===== config.mk =====
export PLATFORM = sky130hd
export DESIGN_NAME = normalisation_stage
export DESIGN_NICKNAME = d
export VERILOG_FILES = /design/src/rtl/normalisation_stage.sv
export SDC_FILE = /design/constraint.sdc
export NUM_CORES = 1
export LEC_CHECK = 0
export BUFFER_PORTS_ARGS = -buffer_cell sky130_fd_sc_hd__buf_2
export CORE_UTILIZATION = 60
export CTS_CLUSTER_SIZE = 30
export DETAILED_ROUTE_END_ITERATION = 8
export PLACE_DENSITY = 0.82
export SLEW_MARGIN = 20
export SYNTH_ARGS = -nofsm -noshare
export SYNTH_HDL_FRONTEND = slang
export SYNTH_SLANG_ARGS = --single-unit

===== constraint.sdc =====
create_clock -name clk -period 8.2 [get_ports clk]
set_input_delay 1.23 -clock clk [delete_from_list [all_inputs] [get_ports clk]]
set_output_delay 1.23 -clock clk [all_outputs]
set_load 0.01 [all_outputs]

===== src/rtl/normalisation_stage.sv =====
// rtl/normalisation_stage.sv - post-add normalisation: abs, leading-one detect, shift, exponent adjust.
// Optional NORM_ROUND_EN enables round-to-nearest-even; the default build truncates.
module normalisation_stage #(
  parameter int SUM_W   = 20,
  parameter int EXP_W   = 6,
  parameter int MAN_W   = 11,
  parameter int REF_POS = 17
) (
  input  logic             clk,
  input  logic             rst,
  input  logic [SUM_W-1:0] signed_sum,
  input  logic [EXP_W-1:0] exp_max,
  output logic             sign,
  output logic [MAN_W-1:0] norm_sum,
  output logic [EXP_W:0]   exp_final
);

  localparam int PW = $clog2(SUM_W);
  // Two spare bits above the output exponent: one for overflow detect, one for sign.
  localparam int EW = EXP_W + 3;
  localparam logic [PW-1:0] HID = PW'(MAN_W - 1);

  logic             sign_q, sign_d;
  logic [MAN_W-1:0] norm_q, norm_d;
  logic [EXP_W:0]   exp_q, exp_d;

  logic             neg;
  logic [SUM_W-1:0] mag;
  logic [PW-1:0]    lead;
  logic [MAN_W-1:0] man;
  logic [EW-1:0]    exp_raw;
`ifdef NORM_ROUND_EN
  logic [PW-1:0]    gpos;
  logic [SUM_W-1:0] low_mask;
  logic             guard, sticky, rnd_up;
  logic [MAN_W:0]   man_rnd;
`endif

  always_comb begin
    neg  = signed_sum[SUM_W-1];
    mag  = neg ? (~signed_sum + SUM_W'(1)) : signed_sum;
    lead = '0;
    for (int i = 0; i < SUM_W; i++) begin
      if (mag[i]) lead = PW'(i);
    end

    if (lead >= HID) man = MAN_W'(mag >> (lead - HID));
    else             man = MAN_W'(mag << (HID - lead));

    exp_raw = EW'(exp_max) + EW'(lead) - EW'(REF_POS);

`ifdef NORM_ROUND_EN
    gpos     = '0;
    low_mask = '0;
    guard    = 1'b0;
    sticky   = 1'b0;
    rnd_up   = 1'b0;
    man_rnd  = '0;
    if (lead > HID) begin
      gpos     = lead - PW'(MAN_W);
      low_mask = (SUM_W'(1) << gpos) - SUM_W'(1);
      guard    = mag[gpos];
      sticky   = |(mag & low_mask);
      rnd_up   = guard & (sticky | man[0]);
      man_rnd  = {1'b0, man} + (MAN_W+1)'(rnd_up);
      // Carry out of the mantissa renormalises to 1.0 with one more exponent step.
      if (man_rnd[MAN_W]) begin
        man     = MAN_W'(1) << (MAN_W - 1);
        exp_raw = exp_raw + EW'(1);
      end else begin
        man = man_rnd[MAN_W-1:0];
      end
    end
`endif

    sign_d = neg;
    norm_d = man;
    exp_d  = exp_raw[EXP_W:0];
    if (mag == '0) begin
      sign_d = 1'b0;
      norm_d = '0;
      exp_d  = '0;
    end else if (exp_raw[EW-1]) begin
      norm_d = '0;
      exp_d  = '0;
    end else if (exp_raw[EW-2]) begin
      exp_d = '1;
    end
  end

  always_ff @(posedge clk) begin
    if (rst) begin
      sign_q <= 1'b0;
      norm_q <= '0;
      exp_q  <= '0;
    end else begin
      sign_q <= sign_d;
      norm_q <= norm_d;
      exp_q  <= exp_d;
    end
  end

  assign sign      = sign_q;
  assign norm_sum  = norm_q;
  assign exp_final = exp_q;

endmodule


* Word-level counts from Yosys, hierarchy flattened
Index checks and enable logic that the tools add are counted.
** Word-level totals
- Flip-flop bits (word level) :: 19
- Input bits :: 28
- Output and inout port bits :: 19
- Word-level logic and storage cells :: 37
** Operators by class
- Add/subtract/negate cells :: 5
- Order comparisons :: 1
- Shifts and indexed selects :: 2
- Mux-type cells :: 22
- Bitwise logic cells :: 1
- Reductions and logical operators :: 3
** Operators by type and width (number)
- 5-bit two-way mux :: 18
- 20-bit by 1-bit adder with 20-bit output (second input constant) :: 1
- 20-bit logical NOT :: 1
- 20-bit two-way mux :: 1
- 20-bit NOT :: 1
- 20-bit by 5-bit left shift with 11-bit output :: 1
- 20-bit by 5-bit >> shifter with 11-bit output :: 1
- 11-bit two-way mux :: 1
- 7-bit by 5-bit subtractor with 8-bit output (second input constant) :: 1
- 6-bit by 5-bit adder with 7-bit output :: 1
- 7-bit two-way mux :: 1
- 5-bit by 4-bit greater-or-equal comparator with 1-bit output (second input constant) :: 1
- 4-bit by 5-bit subtractor with 5-bit output (first input constant) :: 1
- 5-bit by 4-bit subtractor with 5-bit output (second input constant) :: 1
- 3-bit OR reduction :: 1
- 2-bit OR reduction :: 1
- 1-bit two-way mux :: 1

* Depth between registers and ports, before layout
Gate-level depths: netlist of run 1.
- Depth in word-level cells :: 25
- Mapped depth :: 27
- Mapped depth without buffers :: 22

* Worst setup path before layout of run 1
Ideal clock, no wire load.
- Path type :: input port to flip-flop
- Start point :: input port signed_sum[0]
- End point :: register norm_q[0], in the netlist norm_sum[0]
- Setup time :: 127 ps
- Arrival time :: 6135 ps
- Slack :: 1938 ps
- Stages on the path :: 25
- Buffers on the path :: 4
- Path through :: clkbuf_1 inv_1 ha_1 or4b_1 buf_2 o31ai_4 xnor2_1 a21oi_1 o21bai_1 o31a_1 buf_2 buf_2 ha_1 inv_1 ha_1 fa_1 a21o_1 a21oi_1 nand2b_1 a21oi_1 a21bo_1 nor3_1 nand2_1 o22ai_1 or3_1
** Between the ends
- Longest elaborated chain between the ends :: 25
- Elaborated cells on any way between the ends :: 32
- Classes of those cells :: add/sub (5); order compare (1); shift (2); mux (21); bitwise (1); reduce/logical (2)
** Ends and longest elaborated chain
- start, declared :: RTL line 11 : input logic [SUM_W-1:0] signed_sum,
- 20-bit NOT :: RTL line 41 : mag = neg ? (~signed_sum + SUM_W'(1)) : signed_sum;
- 20-bit by 1-bit adder with 20-bit output :: RTL line 41
- 20-bit two-way mux (*) :: RTL line 41
- 1-bit two-way mux :: RTL line 44 : if (mag[i]) lead = PW'(i);
- 5-bit two-way mux (18 in series) :: RTL line 44
- 6-bit by 5-bit adder with 7-bit output (tied with other cells) :: RTL line 50 : exp_raw = EW'(exp_max) + EW'(lead) - EW'(REF_POS);
- 7-bit by 5-bit subtractor with 8-bit output (tied with other cells) :: RTL line 50
- 3-bit OR reduction (no source line) / 11-bit two-way mux (equally long branches)
- end signal, assigned :: RTL line 98 : norm_q <= norm_d;
- end, declared :: RTL line 24 : logic [MAN_W-1:0] norm_q, norm_d;
Mark *: on every way between the ends. The rest lies on a longest branch, timed or not.
A chain may end at the register's enable or synchronous reset.

* Worst setup path in the final report of run 1
Ends and elaborated chain as after synthesis.

==> impl_metrics.xml, run 1 <==
<?xml version="1.0" encoding="UTF-8"?>
<metrics>
  <group name="run_status">
    <metric name="outcome" unit="">completed</metric>
  </group>
  <group name="sta">
    <metric name="setup-violations-final" unit="">0</metric>
    <metric name="tns" unit="ns">0</metric>
    <metric name="final-hold-violation-count" unit="">0</metric>
    <metric name="tightestPinTransition" unit="ns">0.969</metric>
    <metric name="slew_viol_final" unit="">0</metric>
    <metric name="grt_setup_unrepaired" unit="">no</metric>
    <metric name="hold_ws" unit="ns">1.15</metric>
    <metric name="fmax" unit="MHz">154</metric>
    <metric name="period_needed" unit="ns">6.50</metric>
    <metric name="worst_slew_margin_rel" unit="%">34.9</metric>
    <metric name="timing.final.crit_share" unit="%">79.3</metric>
  </group>
  <group name="floorplanning">
    <metric name="die_width" unit="um">80.3</metric>
    <metric name="core" unit="sq um">5920</metric>
    <metric name="floorplan.rows" unit="">28</metric>
    <metric name="die_y" unit="um">80.3</metric>
    <metric name="initial_utilization" unit="%">62.1</metric>
    <metric name="die_area" unit="sq um">6440</metric>
    <metric name="design.portCount" unit="">47</metric>
  </group>
  <group name="global_route">
    <metric name="global_route.usage.total" unit="%">35.9</metric>
    <metric name="grt_overflow" unit="">0</metric>
    <metric name="grt_first_pass_wirelength" unit="mm">18.2</metric>
    <metric name="grt_pass1_vias" unit="">3676</metric>
    <metric name="grt_start_max_net_pins" unit="">43</metric>
    <metric name="antenna_found_initial" unit="">0</metric>
  </group>
  <group name="critical_path">
    <metric name="worstSetupEndpointType" unit="">flop</metric>
    <metric name="timing.critical_path.fanout_max" unit="">12</metric>
    <metric name="worstPathRequired" unit="ns">8.34</metric>
    <metric name="critical_path.startpoint_type" unit="">primary input</metric>
    <metric name="path_class" unit="">in2reg</metric>
    <metric name="endpoint_arrival_time_on_the_critical_path" unit="ns">6.65</metric>
  </group>
  <group name="detailed_routing">
    <metric name="drt_drc_violations_left" unit="">0</metric>
    <metric name="detailedRoute.firstPassIterationCount" unit="">5</metric>
    <metric name="routed.top_layer" unit="">met4</metric>
    <metric name="via_count" unit="">4092</metric>
    <metric name="met2WireLength" unit="mm">4.96</metric>
    <metric name="wirelength" unit="mm">11.2</metric>
    <metric name="drt-met1-wl" unit="mm">4.93</metric>
    <metric name="route.antenna.remaining_nets" unit="">0</metric>
    <metric name="drt-vias-per-instance" unit="">6.99</metric>
    <metric name="detail_route.iter0.violations" unit="">591</metric>
    <metric name="detailroute.wirelength.met3" unit="um">931</metric>
    <metric name="route.detailed.wl_per_inst" unit="um">19.1</metric>
  </group>
  <group name="place">
    <metric name="place.port_buffers" unit="">46</metric>
    <metric name="place.detailed.hpwl" unit="mm">8.56</metric>
    <metric name="finalWeightedCongestion" unit="">0.968</metric>
  </group>
  <group name="power">
    <metric name="power_report.internal_total" unit="W">0.000275</metric>
    <metric name="combinationalPowerShare" unit="%">65.8</metric>
    <metric name="irDropWorstVdd" unit="mV">0.111</metric>
    <metric name="netSwitchingPower" unit="W">0.000247</metric>
    <metric name="power.static_leakage" unit="nW">1.61</metric>
    <metric name="seq_power_share" unit="%">21.1</metric>
    <metric name="switching_share" unit="%">47.4</metric>
    <metric name="power_density" unit="nW/um^2">134</metric>
    <metric name="pwr-share-clk" unit="%">13.0</metric>
  </group>
  <group name="cts">
    <metric name="cts-hold-fix-buffers" unit="">0</metric>
    <metric name="cts_buffers" unit="">3</metric>
    <metric name="clockBufferDepth" unit="">2</metric>
    <metric name="clk_pin_slew_worst_paths" unit="ns">0.07</metric>
    <metric name="cts_root_buffer" unit="">clkbuf_8</metric>
    <metric name="post_cts_resized" unit="">0</metric>
    <metric name="cts_setup_buffers" unit="">0</metric>
    <metric name="cts_sinks" unit="">19</metric>
    <metric name="htreeDepth" unit="">1</metric>
    <metric name="tritoncts" unit="">built</metric>
  </group>
  <group name="final_layout">
    <metric name="drive_gt1_share" unit="%">17.6</metric>
    <metric name="multi_input_comb_area" unit="sq um">3020</metric>
    <metric name="count_of_inserted_antenna_diode_cells" unit="">0</metric>
    <metric name="fillers" unit="">532</metric>
    <metric name="layout.nets" unit="">558</metric>
    <metric name="area_growth_syn_to_layout" unit="%">6.13</metric>
    <metric name="sequential_area" unit="sq um">380</metric>
    <metric name="utilization_of_the_core_after_routing" unit="%">65.9</metric>
  </group>
  <group name="synthesis">
    <metric name="synthesis.yosys.warnings" unit="">0</metric>
    <metric name="synthDominantAreaCellType" unit="">dfxtp_1</metric>
    <metric name="synth_top_cells_by_count" unit="">34 x nor2_1, 32 x nand2_1, 23 x a21oi_1, 23 x inv_1, 22 x nor3_1</metric>
    <metric name="synth_ff_type" unit="">dfxtp_1</metric>
    <metric name="syn_nets" unit="">539</metric>
    <metric name="seq_area_frac_synth" unit="%">10.4</metric>
    <metric name="post-synth-top-count-cell" unit="">nor2_1</metric>
    <metric name="synthDominantCellAreaShare" unit="%">10.4</metric>
    <metric name="syn_avg_cell_area" unit="sq um">7.47</metric>
    <metric name="ys_async_sr_fraction" unit="%">0</metric>
    <metric name="synth-edff-count" unit="">0</metric>
    <metric name="post_synth_instance_area" unit="sq um">3670</metric>
    <metric name="distinct_cell_type_count_after_synthesis" unit="">88</metric>
    <metric name="synth.ff_latch_count" unit="">19</metric>
    <metric name="synth_area_leaders" unit="">dfxtp_1 10%, ha_1 6.1%, mux2i_1 5.7%</metric>
    <metric name="synthesis.instances" unit="">492</metric>
  </group>
  <group name="flow_run">
    <metric name="timing.max_cap.violations" unit="">0</metric>
  </group>
  <group name="worst_hold_path">
    <metric name="timing.hold.worst_path_depth" unit="">2</metric>
    <metric name="timing.hold.worst.class" unit="">in2reg</metric>
  </group>
</metrics>
final timing paths:
check	start	to	slack (ns)
setup / recovery	signed_sum[0]	norm_sum[0]	1.70
hold / removal	rst	sign	1.15
metal layers:
layer / vias up / global-route usage [%]
li1: 1927 / -
met1: 1881 / 49.6
met2: 242 / 56.2
met3: 42 / 5.34
met4: 0 / 12.7
met5: - / 0
registers in the layout, indices dropped and copies added (netlist names):
name       flops
norm_sum      11
exp_final      7
sign           1
cells in the final DEF (no fill, tap or decap), types with 6 or more instances in the layout:
cell,netlist,layout
xnor2_1,16,16
or3_1,14,14
nor3_1,22,22
ha_1,18,18
nand4_1,7,7
mux2i_1,21,21
o211ai_1,7,7
nand3_1,10,10
and2_1,6,6
a21oi_1,23,23
inv_1,23,23
nor2_1,34,34
a311o_1,6,6
mux2_2,8,8
nor4_1,11,11
dfxtp_1,19,19
xor2_1,11,11
o21ai_0,17,17
a211o_1,10,10
buf_2,13,46
a211oi_1,16,16
nand2_1,32,32
o22ai_1,11,11
cell type report:
type,count,share of cell area [%]
Inverter,27,2.66
Clock buffer,4,1.15
Timing Repair Buffer,50,6.67
Tap cell,75,2.41
Sequential cell,19,9.75
Multi-Input combinational cell,410,77.3
per-stage QoR:
step	worst slack (ns)	instances	total power, W	cell area, sq um
after floorplan	1.94	492	0.000364	3670
after global placement	1.71	581	0.000444	3850
after detailed placement	1.52	581	0.000445	3850
after CTS	1.78	585	0.000512	3900
after global routing	1.31	585	0.000554	3900
final	1.70	585	0.000522	3900
worst max-delay path: stages:
cell	delay (ns)
buf_2	0.18
inv_1	0.12
ha_1	0.28
or4b_1	0.62
o31ai_4	0.29
xnor2_1	0.34
a21oi_1	0.15
o21bai_1	0.61
o31a_1	0.30
ha_1	0.16
inv_1	0.04
ha_1	0.20
fa_1	0.41
a21o_1	0.19
a21oi_1	0.19
nand2b_1	0.13
a21oi_1	0.08
a21bo_1	0.34
nor3_1	0.15
nand2_1	0.14
o22ai_1	0.10
or3_1	0.38
power by group through the flow:
stage               logic [W]  registers [W]  clock network [W]
finish               0.000344       0.000110          0.0000680
global route         0.000371       0.000112          0.0000710
CTS                  0.000334       0.000111          0.0000672
detailed placement   0.000332       0.000113                  0
global placement     0.000331       0.000112                  0
floorplan            0.000242       0.000122                  0
logic make-up (layout without fill, tap and decap cells):
kind of cell	count (synthesis)	after routing	share of synthesized area, %
compound gates	159	159	33.1
buf+inv	63	81	7.56
flops	19	19	10.4
simple gates	170	170	24.9
mux	33	33	10.1
fa+ha+maj	19	19	6.67
xor+xnor	29	29	7.32
Note: power is estimated with default switching activity, not from simulation.
==> run 2, diff against run 1 <==
==> constraint.sdc (replaced) <==
create_clock -name clk -period 6.7 [get_ports clk]
set_input_delay 1.005 -clock clk [delete_from_list [all_inputs] [get_ports clk]]
set_output_delay 1.005 -clock clk [all_outputs]
set_load 0.01 [all_outputs]
==> impl_metrics.xml, run 2 (synthesized netlist as in run 1, its figures left out) <==
<?xml version="1.0" encoding="UTF-8"?>
<metrics>
  <group name="sta">
    <metric name="tightestPinTransition" unit="ns">1.03</metric>
    <metric name="period_needed" unit="ns">6.19</metric>
    <metric name="worst_slew_margin_rel" unit="%">30.9</metric>
    <metric name="final-hold-violation-count" unit="">0</metric>
    <metric name="slew_viol_final" unit="">0</metric>
    <metric name="setup-violations-final" unit="">0</metric>
    <metric name="fmax" unit="MHz">161</metric>
    <metric name="grt_setup_unrepaired" unit="">no</metric>
    <metric name="tns" unit="ns">0</metric>
    <metric name="timing.final.crit_share" unit="%">92.5</metric>
  </group>
  <group name="floorplanning">
    <metric name="die_y" unit="um">80.3</metric>
    <metric name="die_width" unit="um">80.3</metric>
    <metric name="design.portCount" unit="">47</metric>
    <metric name="floorplan.rows" unit="">28</metric>
    <metric name="initial_utilization" unit="%">62.1</metric>
    <metric name="core" unit="sq um">5920</metric>
    <metric name="die_area" unit="sq um">6440</metric>
  </group>
  <group name="global_route">
    <metric name="grt_start_max_net_pins" unit="">43</metric>
    <metric name="global_route.usage.total" unit="%">37.8</metric>
    <metric name="grt_overflow" unit="">0</metric>
    <metric name="antenna_found_initial" unit="">0</metric>
    <metric name="grt_first_pass_wirelength" unit="mm">19.0</metric>
    <metric name="grt_pass1_vias" unit="">3804</metric>
  </group>
  <group name="place">
    <metric name="finalWeightedCongestion" unit="">0.990</metric>
    <metric name="place.port_buffers" unit="">46</metric>
    <metric name="place.detailed.hpwl" unit="mm">8.93</metric>
  </group>
  <group name="final_layout">
    <metric name="fillers" unit="">541</metric>
    <metric name="mostFrequentLayoutCells" unit="">46 x buf_2, 34 x nor2_1, 32 x nand2_1</metric>
    <metric name="drive_gt1_share" unit="%">19.4</metric>
    <metric name="count_of_inserted_antenna_diode_cells" unit="">0</metric>
    <metric name="multi_input_comb_area" unit="sq um">3020</metric>
    <metric name="layout.nets" unit="">569</metric>
    <metric name="area_growth_syn_to_layout" unit="%">8.38</metric>
    <metric name="utilization_of_the_core_after_routing" unit="%">67.3</metric>
    <metric name="largest_register_ff_count" unit="">11</metric>
    <metric name="layout_commonest_cell" unit="">buf_2</metric>
    <metric name="sequential_area" unit="sq um">380</metric>
  </group>
  <group name="critical_path">
    <metric name="timing.critical_path.fanout_max" unit="">17</metric>
    <metric name="cp-startpoint" unit="">signed_sum[0]</metric>
    <metric name="critical_path.startpoint_type" unit="">primary input</metric>
    <metric name="worstSetupEndpointType" unit="">flop</metric>
    <metric name="endpoint_arrival_time_on_the_critical_path" unit="ns">6.40</metric>
    <metric name="critPathCapture" unit="">norm_sum[9]</metric>
    <metric name="worst_path_most_repeated_cell" unit="">ha_1</metric>
    <metric name="worstPathRequired" unit="ns">6.91</metric>
    <metric name="path_class" unit="">in2reg</metric>
    <metric name="critical_path.max_stage_delay" unit="ns">0.61</metric>
    <metric name="slowest_library_cell_on_the_worst_path" unit="">or4b_1</metric>
    <metric name="worstPathCellList" unit="">buf_2 &gt; inv_1 &gt; ha_1 &gt; or4b_1 &gt; o31ai_4 &gt; xnor2_1 &gt; nor2_1 &gt; a211o_1 &gt; a21oi_2 &gt; inv_4 &gt; ha_1 &gt; inv_1 &gt; ha_1 &gt; fa_1 &gt; a21o_1 &gt; a21oi_1 &gt; nand2b_1 &gt; a21oi_1 &gt; nand3_1 &gt; or3_1 &gt; or2_2 &gt; o41ai_1 &gt; a211o_1</metric>
  </group>
  <group name="power">
    <metric name="power_density" unit="nW/um^2">163</metric>
    <metric name="report.power.total" unit="W">0.000649</metric>
    <metric name="power.static_leakage" unit="nW">1.67</metric>
    <metric name="irDropWorstVdd" unit="mV">0.140</metric>
  </group>
  <group name="cts">
    <metric name="cts_sinks" unit="">19</metric>
    <metric name="cts-hold-fix-buffers" unit="">0</metric>
    <metric name="clk_pin_slew_worst_paths" unit="ns">0.07</metric>
    <metric name="post_cts_resized" unit="">0</metric>
    <metric name="clockBufferDepth" unit="">2</metric>
    <metric name="cts_setup_buffers" unit="">0</metric>
    <metric name="cts_root_buffer" unit="">clkbuf_8</metric>
    <metric name="tritoncts" unit="">built</metric>
    <metric name="htreeDepth" unit="">1</metric>
    <metric name="cts_buffers" unit="">3</metric>
  </group>
  <group name="flow_run">
    <metric name="timing.max_cap.violations" unit="">0</metric>
  </group>
  <group name="detailed_routing">
    <metric name="wirelength" unit="mm">11.5</metric>
    <metric name="drt-met1-wl" unit="mm">4.88</metric>
    <metric name="routed.top_layer" unit="">met4</metric>
    <metric name="route.detailed.wl_per_inst" unit="um">19.4</metric>
    <metric name="via_count" unit="">4173</metric>
    <metric name="drt_drc_violations_left" unit="">0</metric>
    <metric name="drt-vias-per-instance" unit="">7.00</metric>
    <metric name="detailroute.wirelength.met3" unit="mm">1.12</metric>
    <metric name="detailedRoute.firstPassIterationCount" unit="">5</metric>
    <metric name="detail_route.iter0.violations" unit="">437</metric>
    <metric name="route.antenna.remaining_nets" unit="">0</metric>
    <metric name="met2WireLength" unit="mm">5.28</metric>
  </group>
  <group name="run_status">
    <metric name="outcome" unit="">completed</metric>
  </group>
  <group name="worst_hold_path">
    <metric name="timing.hold.worst.class" unit="">in2reg</metric>
  </group>
</metrics>
-- run 2: cell types whose count changed in the layout (fill, tap and decap cells not counted) --
cell / delta
buf_4: +11
-- run 2: worst min path at each step --
stage,start,end,slack (ns),cells past startpoint
4_1_cts,rst,sign,0.92,2
3_5_place_dp,rst,sign,1.19,2
5_1_grt,rst,sign,0.92,2
6_report,rst,sign,0.92,2
2_1_floorplan,rst,sign,1.08,1
3_3_place_gp,rst,sign,1.20,2
-- run 2: stage by stage --
stage	hold WS [ns]	cell area [sq um]	instances	setup slack (ns)
6_report	0.921	3980	596	0.505
4_1_cts	0.921	3980	596	0.596
3_5_place_dp	1.19	3940	592	0.354
2_1_floorplan	1.08	3670	492	0.663
3_3_place_gp	1.20	3940	592	0.501
5_1_grt	0.920	3980	596	0.189
-- run 2: where the power goes --
| part | internal (W) | switching [W] |
|---|---|---|
| clock network | 0.0000424 | 0.0000399 |
| registers | 0.000132 | 0.00000431 |
| logic | 0.000170 | 0.000260 |
| total | 0.000344 | 0.000305 |
-- run 2: area by class of cell --
class,instances,share of cell area [%]
Tap cell,75,2.36
Clock buffer,4,1.13
Inverter,27,2.61
Timing Repair Buffer,61,8.61
Multi-Input combinational cell,410,75.7
Sequential cell,19,9.55
-- run 2: per-layer routing --
| layer | up-vias | track usage (%) |
|---|---|---|
| met5 | - | 0 |
| met1 | 1950 | 50.0 |
| met4 | 0 | 9.82 |
| li1 | 1954 | - |
| met2 | 235 | 62.9 |
| met3 | 34 | 6.59 |
-- run 2: critical path, delay by kind of cell --
kind | cells | cell delay (ns)
adder cells (fa/ha/maj) | 4 | 0.98
XOR/XNOR | 1 | 0.32
AND/OR/NAND/NOR | 6 | 1.69
AO/OA/AOI/OAI | 8 | 1.91
buffers and inverters | 4 | 0.46
==> run 3, diff against run 2 <==
--- a/config.mk
+++ b/config.mk
@@ -10,6 +10,7 @@
 export CTS_CLUSTER_SIZE = 30
 export DETAILED_ROUTE_END_ITERATION = 8
 export PLACE_DENSITY = 0.82
+export REMOVE_ABC_BUFFERS = 1
 export SLEW_MARGIN = 20
 export SYNTH_ARGS = -nofsm -noshare
 export SYNTH_HDL_FRONTEND = slang
==> impl_metrics.xml, run 3 (synthesized netlist as in run 1, its figures left out) <==
<?xml version="1.0" encoding="UTF-8"?>
<metrics>
  <group name="run_status">
    <metric name="outcome" unit="">completed</metric>
  </group>
  <group name="sta">
    <metric name="final-hold-violation-count" unit="">0</metric>
    <metric name="tightestPinTransition" unit="ns">0.831</metric>
    <metric name="period_needed" unit="ns">6.20</metric>
    <metric name="slew_viol_final" unit="">0</metric>
    <metric name="timing.final.crit_share" unit="%">92.5</metric>
    <metric name="grt_setup_unrepaired" unit="">no</metric>
    <metric name="fmax" unit="MHz">161</metric>
    <metric name="layout_setup_ws" unit="ns">0.500</metric>
    <metric name="setup-violations-final" unit="">0</metric>
    <metric name="tns" unit="ns">0</metric>
    <metric name="worst_slew_margin_rel" unit="%">44.3</metric>
  </group>
  <group name="global_route">
    <metric name="grt_pass1_vias" unit="">3778</metric>
    <metric name="global_route.usage.met3" unit="%">5.68</metric>
    <metric name="antenna_found_initial" unit="">0</metric>
    <metric name="grt_use_met2" unit="%">57.4</metric>
    <metric name="grt_first_pass_wirelength" unit="mm">18.4</metric>
    <metric name="grt_overflow" unit="">0</metric>
    <metric name="gr-usage-met1" unit="%">49.4</metric>
    <metric name="global_route.usage.total" unit="%">36.2</metric>
    <metric name="top_usage_layer" unit="">met2</metric>
    <metric name="grt_start_max_net_pins" unit="">43</metric>
  </group>
  <group name="final_layout">
    <metric name="count_of_inserted_antenna_diode_cells" unit="">0</metric>
    <metric name="drive_gt1_share" unit="%">19.4</metric>
    <metric name="layout.nets" unit="">568</metric>
    <metric name="area_growth_syn_to_layout" unit="%">8.21</metric>
    <metric name="utilization_of_the_core_after_routing" unit="%">67.2</metric>
    <metric name="largest_register_ff_count" unit="">11</metric>
    <metric name="mostFrequentLayoutCells" unit="">46 x buf_2, 34 x nor2_1, 32 x nand2_1</metric>
    <metric name="final_design_area_no_fill" unit="sq um">3980</metric>
    <metric name="layout_commonest_cell" unit="">buf_2</metric>
    <metric name="fillers" unit="">505</metric>
  </group>
  <group name="critical_path">
    <metric name="timing.critical_path.depth" unit="">23</metric>
    <metric name="slowest_library_cell_on_the_worst_path" unit="">or4b_1</metric>
    <metric name="endpoint_arrival_time_on_the_critical_path" unit="ns">6.35</metric>
    <metric name="cell_class_contributing_the_biggest_share_of_worst_path_delay" unit="">compound AO/OA/AOI/OAI gates</metric>
    <metric name="critical_path.max_stage_delay" unit="ns">0.63</metric>
    <metric name="critical_path.startpoint_type" unit="">primary input</metric>
    <metric name="critical_path_buf_inv_count" unit="">4</metric>
    <metric name="critPathCapture" unit="">norm_sum[0]</metric>
    <metric name="cp-startpoint" unit="">signed_sum[0]</metric>
    <metric name="worst_path_most_repeated_cell" unit="">ha_1</metric>
    <metric name="worstSetupEndpointType" unit="">flop</metric>
    <metric name="path_class" unit="">in2reg</metric>
    <metric name="timing.critical_path.fanout_max" unit="">17</metric>
    <metric name="worstPathCellList" unit="">buf_2 &gt; inv_1 &gt; ha_1 &gt; or4b_1 &gt; o31ai_4 &gt; xnor2_1 &gt; nor2_1 &gt; a211o_1 &gt; a21oi_2 &gt; inv_4 &gt; ha_1 &gt; inv_1 &gt; ha_1 &gt; fa_1 &gt; a21o_1 &gt; a21oi_1 &gt; nand2b_1 &gt; a21oi_1 &gt; a21bo_1 &gt; nor3_1 &gt; nand2_1 &gt; o22ai_1 &gt; or3_1</metric>
    <metric name="worstPathRequired" unit="ns">6.85</metric>
  </group>
  <group name="floorplanning">
    <metric name="die_width" unit="um">80.3</metric>
    <metric name="floorplan.rows" unit="">28</metric>
    <metric name="initial_utilization" unit="%">62.1</metric>
    <metric name="design.portCount" unit="">47</metric>
    <metric name="die_area" unit="sq um">6440</metric>
    <metric name="die_y" unit="um">80.3</metric>
    <metric name="core" unit="sq um">5920</metric>
  </group>
  <group name="cts">
    <metric name="cts_sinks" unit="">19</metric>
    <metric name="clockBufferDepth" unit="">2</metric>
    <metric name="htreeDepth" unit="">1</metric>
    <metric name="cts-hold-fix-buffers" unit="">0</metric>
    <metric name="cts_buffers" unit="">3</metric>
    <metric name="tritoncts" unit="">built</metric>
    <metric name="cts_root_buffer" unit="">clkbuf_8</metric>
    <metric name="post_cts_resized" unit="">0</metric>
    <metric name="cts_setup_buffers" unit="">0</metric>
    <metric name="clk_pin_slew_worst_paths" unit="ns">0.08</metric>
  </group>
  <group name="place">
    <metric name="finalWeightedCongestion" unit="">0.952</metric>
    <metric name="place.port_buffers" unit="">46</metric>
    <metric name="place.detailed.hpwl" unit="mm">8.69</metric>
    <metric name="post-place-ws" unit="ns">0.279</metric>
    <metric name="detailed_place.area" unit="sq um">3930</metric>
  </group>
  <group name="power">
    <metric name="netSwitchingPower" unit="W">0.000302</metric>
    <metric name="irDropWorstVdd" unit="mV">0.122</metric>
    <metric name="switching_share" unit="%">46.9</metric>
    <metric name="seq_power_share" unit="%">21.0</metric>
    <metric name="pwr-share-clk" unit="%">12.9</metric>
    <metric name="power.static_leakage" unit="nW">1.67</metric>
    <metric name="power_report.internal_total" unit="W">0.000342</metric>
    <metric name="power_density" unit="nW/um^2">162</metric>
    <metric name="combinationalPowerShare" unit="%">66.1</metric>
  </group>
  <group name="detailed_routing">
    <metric name="via_count" unit="">4118</metric>
    <metric name="route.detailed.wl_per_inst" unit="um">18.7</metric>
    <metric name="route.antenna.remaining_nets" unit="">0</metric>
    <metric name="drt-vias-per-instance" unit="">6.92</metric>
    <metric name="wirelength" unit="mm">11.1</metric>
    <metric name="detail_route.iter0.violations" unit="">569</metric>
    <metric name="detailedRoute.firstPassIterationCount" unit="">5</metric>
    <metric name="drt_drc_violations_left" unit="">0</metric>
  </group>
  <group name="worst_hold_path">
    <metric name="timing.hold.worst.class" unit="">in2reg</metric>
  </group>
  <group name="flow_run">
    <metric name="timing.max_cap.violations" unit="">0</metric>
  </group>
</metrics>
[run 3: changes by cell type in the layout (fill, tap and decap cells not counted), sizes merged]
cell and delta:
clkinv +1, clkbuf -1, buf -1
[run 3: how the worst min path moves through the flow]
stage          startpoint   end  depth (start not counted)
6_report              rst  sign                          2
5_1_grt               rst  sign                          2
4_1_cts               rst  sign                          2
3_5_place_dp          rst  sign                          2
3_3_place_gp          rst  sign                          2
2_1_floorplan         rst  sign                          1
[run 3: cell type report]
type	instances	area (sq um)	area share, %
Sequential cell	19	380	9.57
Tap cell	75	93.8	2.36
Timing Repair Buffer	60	335	8.43
Clock inverter	1	5.00	0.126
Clock buffer	3	41.3	1.04
Inverter	27	104	2.61
Multi-Input combinational cell	410	3020	75.9
[run 3: layer usage]
layer  routed length (um)  vias to the layer above
met4                  280                        0
met5                    0                        -
met2                 5090                      236
met1                 4840                     1914
met3                  915                       30
li1                     -                     1938
[run 3: power by group through the flow]
stage	clock (W)	sequential, W	combinational, W
2_1_floorplan	0	0.000149	0.000273
3_3_place_gp	0	0.000137	0.000412
3_5_place_dp	0	0.000138	0.000412
4_1_cts	0.0000847	0.000135	0.000414
5_1_grt	0.0000882	0.000137	0.000462
6_report	0.0000832	0.000135	0.000426
[run 3: through the flow]
stage	instances	power, W	hold slack [ns]
after floorplan	456	0.000422	1.08
after global placement	591	0.000549	1.20
after detailed placement	591	0.000551	1.19
after CTS	595	0.000634	0.917
after global routing	595	0.000687	0.931
final	595	0.000644	0.925
